## src/rtl/register_bank.sv

```systemverilog
// register_bank: a small bank of general-purpose registers.
// Each clock, at most one addressed register is loaded, incremented or
// decremented. All register contents are packed onto registerBus, which
// feeds the downstream read mux. carry and addressError are one-cycle
// status flags that report on the operation sampled at the previous edge.

module register_bank #(
  parameter int registerWidth = 4,
  parameter int numRegisters  = 4,
  parameter int addressLines  = 2
) (
  input  logic                                  clk,
  input  logic                                  reset,
  input  logic [1:0]                            op,
  input  logic [addressLines-1:0]               address,
  input  logic [registerWidth-1:0]              dataIn,
  output logic [numRegisters*registerWidth-1:0] registerBus,
  output logic                                  carry,
  output logic                                  addressError
);

  localparam logic [1:0] OP_HOLD = 2'b00;
  localparam logic [1:0] OP_LOAD = 2'b01;
  localparam logic [1:0] OP_INC  = 2'b10;
  localparam logic [1:0] OP_DEC  = 2'b11;

  // Arithmetic is done one bit wider so the top bit holds carry/borrow.
  localparam logic [registerWidth:0] ONE_EXT = (registerWidth+1)'(1);

  // One extra address bit so numRegisters == 2^addressLines compares cleanly.
  localparam logic [addressLines:0] NUM_REGS_EXT = (addressLines+1)'(numRegisters);

  logic [registerWidth-1:0] regs_q [numRegisters];
  logic [registerWidth-1:0] regs_d [numRegisters];
  logic                     carry_q, carry_d;
  logic                     addr_err_q, addr_err_d;

  logic                     addr_valid;
  logic [registerWidth:0]   inc_ext;
  logic [registerWidth:0]   dec_ext;
  logic [registerWidth-1:0] target_val;

  // Address range check against the actual number of implemented registers.
  always_comb begin
    addr_valid = ({1'b0, address} < NUM_REGS_EXT);
  end

  // Select the current value of the addressed register (0 if out of range).
  always_comb begin
    target_val = '0;
    for (int i = 0; i < numRegisters; i++) begin
      if (address == addressLines'(i)) begin
        target_val = regs_q[i];
      end
    end
  end

  // Widened increment and decrement of the target; MSB is carry or borrow.
  always_comb begin
    inc_ext = {1'b0, target_val} + ONE_EXT;
    dec_ext = {1'b0, target_val} - ONE_EXT;
  end

  // Next-state for the bank and the status flags.
  always_comb begin
    for (int i = 0; i < numRegisters; i++) begin
      regs_d[i] = regs_q[i];
    end
    carry_d    = 1'b0;
    addr_err_d = 1'b0;

    if (op != OP_HOLD) begin
      if (!addr_valid) begin
        addr_err_d = 1'b1;
      end else begin
        for (int i = 0; i < numRegisters; i++) begin
          if (address == addressLines'(i)) begin
            case (op)
              OP_LOAD: regs_d[i] = dataIn;
              OP_INC: begin
                regs_d[i] = inc_ext[registerWidth-1:0];
                carry_d   = inc_ext[registerWidth];
              end
              OP_DEC: begin
                regs_d[i] = dec_ext[registerWidth-1:0];
                carry_d   = dec_ext[registerWidth];
              end
              default: regs_d[i] = regs_q[i];
            endcase
          end
        end
      end
    end
  end

  // State registers with synchronous reset taking priority over any op.
  always_ff @(posedge clk) begin
    if (reset) begin
      for (int i = 0; i < numRegisters; i++) begin
        regs_q[i] <= '0;
      end
      carry_q    <= 1'b0;
      addr_err_q <= 1'b0;
    end else begin
      for (int i = 0; i < numRegisters; i++) begin
        regs_q[i] <= regs_d[i];
      end
      carry_q    <= carry_d;
      addr_err_q <= addr_err_d;
    end
  end

  // Publish the flops directly; no combinational path from the inputs.
  always_comb begin
    registerBus = '0;
    for (int i = 0; i < numRegisters; i++) begin
      registerBus[i*registerWidth +: registerWidth] = regs_q[i];
    end
  end

  assign carry        = carry_q;
  assign addressError = addr_err_q;

endmodule
```

## config.mk

```make
export PLATFORM = sky130hd
export DESIGN_NAME = register_bank
export DESIGN_NICKNAME = d
export VERILOG_FILES = /design/src/rtl/register_bank.sv
export SDC_FILE = /design/constraint.sdc
export NUM_CORES = 1
export LEC_CHECK = 0
export ABC_AREA = 1
export CORE_UTILIZATION = 33
export DETAILED_ROUTE_END_ITERATION = 7
export DONT_BUFFER_PORTS = 1
export PLACE_DENSITY = 0.5
export SETUP_SLACK_MARGIN = 0.4
export SLEW_MARGIN = 20
export SYNTH_ARGS = -nofsm -noshare
export SYNTH_HDL_FRONTEND = slang
export SYNTH_SLANG_ARGS = --single-unit
export TNS_END_PERCENT = 10
```

## constraint.sdc

```tcl
create_clock -name clk -period 1.7 [get_ports clk]
set_input_delay 0.085 -clock clk [delete_from_list [all_inputs] [get_ports clk]]
set_output_delay 0.085 -clock clk [all_outputs]
set_load 0.02 [all_outputs]
```

[After elaboration in Yosys (flattened, before gate mapping)]
Memory sizes are Yosys's and may differ from the RTL's.
Index checks and enable logic that the tools add are counted.
Word-level totals
  register bits after elaboration: 1
  memory bits (writable): 16
  input port bits: 10
  output and inout port bits: 18
  logic and storage cells: 46
  memories: 1
Operators by class
  add/subtract/negate cells: 2
  equality and inequality tests: 6
  multiplexer cells: 28
  bitwise operators: 5
  reduce and logical (&&, ||, !) cells: 3
Memories
  regs_q: depth 4, bits a word 4, read ports 4, clocked after memory_dff 0, wr ports 4, line 33  | logic [registerWidth-1:0] regs_q [numRegisters];
Operator list (count)
  4-bit 2-to-1 mux: 12
  4-bit case mux with 3 select lines: 4
  16-bit 2-to-1 mux: 1
  2-bit equality test, second input constant: 4
  1-bit case mux with 2 select lines: 4
  1-bit 2-to-1 mux: 7
  4-bit by 1-bit adder with 5-bit output, second input constant: 1
  4-bit by 1-bit subtractor with 5-bit output, second input constant: 1
  2-bit by 1-bit equality test with 1-bit output, second input constant: 2
  1-bit OR: 4
  2-bit logical NOT: 1
  2-bit nonzero test: 1
  2-bit OR reduction: 1
  1-bit inverter: 1

[Depth between registers and ports, before layout]
  word-level depth: 14
  depth in mapped cells: 11
  depth with buffers taken out: 11

[Worst setup path before layout]
No wires, ideal clock.
  kind: register -> register
  start point: memory regs_q[1][1]
  end point: memory regs_q[0][1]
  setup time: 0.140 ns
  arrival time: 1.548 ns
  required time: 1.560 ns
  path slack: 0.013 ns
  cell stages (with the launch flop): 7
  buffers on the path: 0
  clock period less this slack: 1.687 ns
  cells stage by stage: dfxtp_1 > nand3_2 > nand3_2 > nor2_4 > ha_1 > a221oi_1 > a21oi_1
RTL lines (line)
  from (decl): 33

==> impl_metrics.py <==
metrics = {
    "synth": {
        "synth_seq_cells": 17,
        "synth.avg_cell_area_um2": 7.296,
        "synth_top_area_share_pct": 29.15,
        "synth_cell_types": 28,
        "synth_top_area_cell": "dfxtp_1",
        "syn_area_um2": 1167,
        "syn-num-nets": 172,
        "synthCells": 160,
        "synthTopCellsByArea": "dfxtp_1 (29%), nand3_2 (11%), nor2_1 (7.1%)",
        "ys_warn_count": 0,
        "yosysSeqAreaShare_pct": 29.15,
    },
    "clock_network": {
        "clkSinkCount": 17,
        "cts_buffers": 3,
        "clock_path_buffers": 2,
        "cts.clk_slew.worst_paths_ps": 100,
        "clk-insertion-delay-late_ps": 290,
        "ctsHtreeMaxLevel": 1,
        "root_buffer": "clkbuf_4",
        "cts_tree": "done",
    },
    "timing": {
        "finalHoldViolCount": 0,
        "maxSlewViolCount": 0,
        "fmax_mhz": 672.9,
        "slew-limit-headroom_pct": 61.14,
        "post-route-period-util_pct": 87.41,
        "finalClockSkew_ps": 5.795,
        "tightest_slew_ps": 580.7,
        "rsz0062_at_grt": "true",
        "tns_ps": 0,
        "setup_viol": 0,
        "period_needed_ps": 1486,
    },
    "global_routing": {
        "grt_antenna_before_repair": 0,
        "grt_pass1_wl_mm": 5.188,
        "globalRouteTotalUtil_pct": 19.39,
        "overflow": 0,
        "grt_pass1_vias": 1085,
        "grt_start_max_net_pins": 15,
    },
    "setup_path": {
        "cp.required_ps": 1900,
        "worstReg2RegEnd": "regs_q[3][2]",
        "startpoint_type": "register",
        "r2r_slack_ps": 210,
        "cp_num_buf_inv": 1,
        "cp_top_family": "simple AND/OR/NAND/NOR gates",
        "cp.arrival_ps": 1680,
        "rr_worst_depth": 9,
        "cp_cell_sequence": "o21ai_2 -> nand3_2 -> nand2_4 -> ha_4 -> nor3_2 -> nor3_4 -> nand3_1 -> nand2_1 -> inv_1",
        "crit_path_end_kind": "register",
        "crit_start": "regs_q[1][0]",
        "slowest_delay_ps": 390,
        "reg2reg_from": "regs_q[1][0]",
        "path_class": "reg2reg",
        "worstPathMaxFanout": 4,
        "critPathSlowestCell": "dfxtp_4",
    },
    "placement": {
        "port_buffers": 0,
        "gp_congestion": 0.7657,
        "dp.cells": 209,
        "hpwl_mm": 2.387,
    },
    "cells_and_area": {
        "fin_nets": 185,
        "insertedDiodeCount": 0,
        "fillers": 382,
        "post-route-util_pct": 41.96,
        "syn2layout_area_growth_pct": 20.90,
        "layout-drive-gt1-share_pct": 36.05,
        "finalNonFillerCells": 218,
    },
    "drt": {
        "drc": 0,
        "ant_nets": 0,
        "vias": 1083,
        "drt_iter0_drc": 35,
        "wl_per_cell_um": 14.16,
        "vias_per_cell": 4.968,
        "wirelength_mm": 3.086,
        "firstDrtPassIters": 4,
    },
    "worst_hold_path": {
        "whs_path_depth": 3,
        "whs_endpoint": "regs_q[3][1]",
        "min_from": "reset",
        "hp-class": "in2reg",
    },
    "outcome": {
        "outcome": "finished clean",
    },
    "die": {
        "die_h_um": 61.48,
        "fp.dieW_um": 61.48,
        "core_um2": 3363,
        "initial_core_util_pct": 34.71,
        "rows": 21,
        "dieArea_um2": 3779,
        "io_pins": 28,
    },
    "power_and_ir_drop": {
        "p_leak_nw": 0.6701,
        "peakVddDrop_uv": 286.1,
        "p_per_area_nw_per_um2": 673.2,
    },
    "job": {
        "maxCapViolations": 0,
    },
}
cell type report:
cell class | instances | area, µm² | area share (%)
clock buffers | 4 | 26.28 | 1.862
inverters | 24 | 91.34 | 6.472
multi-input cells | 115 | 769.5 | 54.52
flip-flops and latches | 17 | 371.6 | 26.33
well taps | 46 | 57.56 | 4.078
repair buffers | 12 | 95.09 | 6.738
worst register-to-register path, cell delays in order (launching register included):
cell and delay, ps:
dfxtp_4 390, o21ai_2 130, nand3_2 110, nand2_4 80
ha_4 140, nor3_2 50, nor3_4 250, nand3_1 120
nand2_1 90, inv_1 40
layer usage:
layer | vias to the layer above | GRT usage (%) | routed length, µm
li1 | 549 | - | -
met1 | 507 | 26.20 | 1426
met2 | 23 | 30.12 | 1454
met3 | 4 | 3.992 | 170
met4 | 0 | 7.937 | 34
met5 | - | 0 | 0
state kept, by name (all words and copies together) (netlist names):
signal / count
regs_q: 16
carry: 1
metrics by stage:
| stage | power [mW] | instance area [µm²] | setup WS (ps) | hold WS (ps) |
|---|---|---|---|---|
| final | 0.9502 | 1411 | 214.0 | 61.19 |
| after global placement | 0.7221 | 1330 | 189.0 | 163.5 |
| after detailed placement | 0.7252 | 1330 | 151.9 | 165.3 |
| after global routing | 1.018 | 1411 | 94.74 | 90.08 |
| after floorplan | 0.6822 | 1255 | 345.3 | 271.4 |
| after CTS | 0.9623 | 1405 | 209.4 | 47.26 |
cells in the mapped netlist, drive strengths merged:
cell and instances:
ha 2, buf 3, nand3b 1, dfxtp 17, conb 1, a21oi 11, nand2 25, nand3 29
nor2 27, nand4 4, clkinv 1, o21ai 11, or2 1, nor3 2, a221oi 1, clkbuf 1
inv 23
where the power goes:
group          leakage [nW]  internal, mW  switching (mW)  total [mW]
clock                0.0150        0.0911           0.122       0.213
combinational         0.510         0.108           0.163       0.271
sequential            0.146         0.422          0.0444       0.467
cells in the final DEF, fill, tap and decap left out, types with 2 or more instances in the layout:
master / instances
nand2_4: 3
nand3_2: 11
clkbuf_4: 3
nand4_1: 3
nand2_1: 18
nand3_1: 16
o21ai_0: 9
inv_1: 20
nand3_4: 2
a21oi_1: 10
dlygate4sd3_1: 2
buf_4: 10
nor2_1: 21
nor2_2: 4
nor2_4: 2
nand2_2: 4
inv_2: 3
dfxtp_1: 8
o21ai_2: 2
dfxtp_4: 8
repair_timing:
action / 4_1_cts / 5_1_grt
hold buffers: 2 / 0
setup endpoints to repair: 13 / 17
pin swaps: 5 / 1
hold endpoints to repair: 11 / 0
buffers inserted: 3 / 0
gates resized for setup: 1 / 2
worst max path at each step:
stage                   endpoint  slack [ps]  cells after the start
global route        regs_q[1][2]          90                      9
CTS                 regs_q[1][1]         210                      7
global placement    regs_q[3][2]         190                     10
detailed placement  regs_q[3][2]         150                     10
finish              regs_q[3][2]         210                      9
floorplan           regs_q[3][2]         350                     10
cell families (layout without fill, tap and decap cells):
| group | after synthesis | after routing | synth area share, % |
|---|---|---|---|
| AOI/OAI and AO/OA | 23 | 23 | 11.79 |
| adders and majority gates | 2 | 2 | 2.143 |
| buffers and inverters | 28 | 40 | 10.83 |
| DFF | 17 | 17 | 29.15 |
| other | 1 | 1 | 0.3212 |
| and+or+nand+nor | 89 | 89 | 45.77 |
Note: power is estimated with default switching activity, not from simulation.
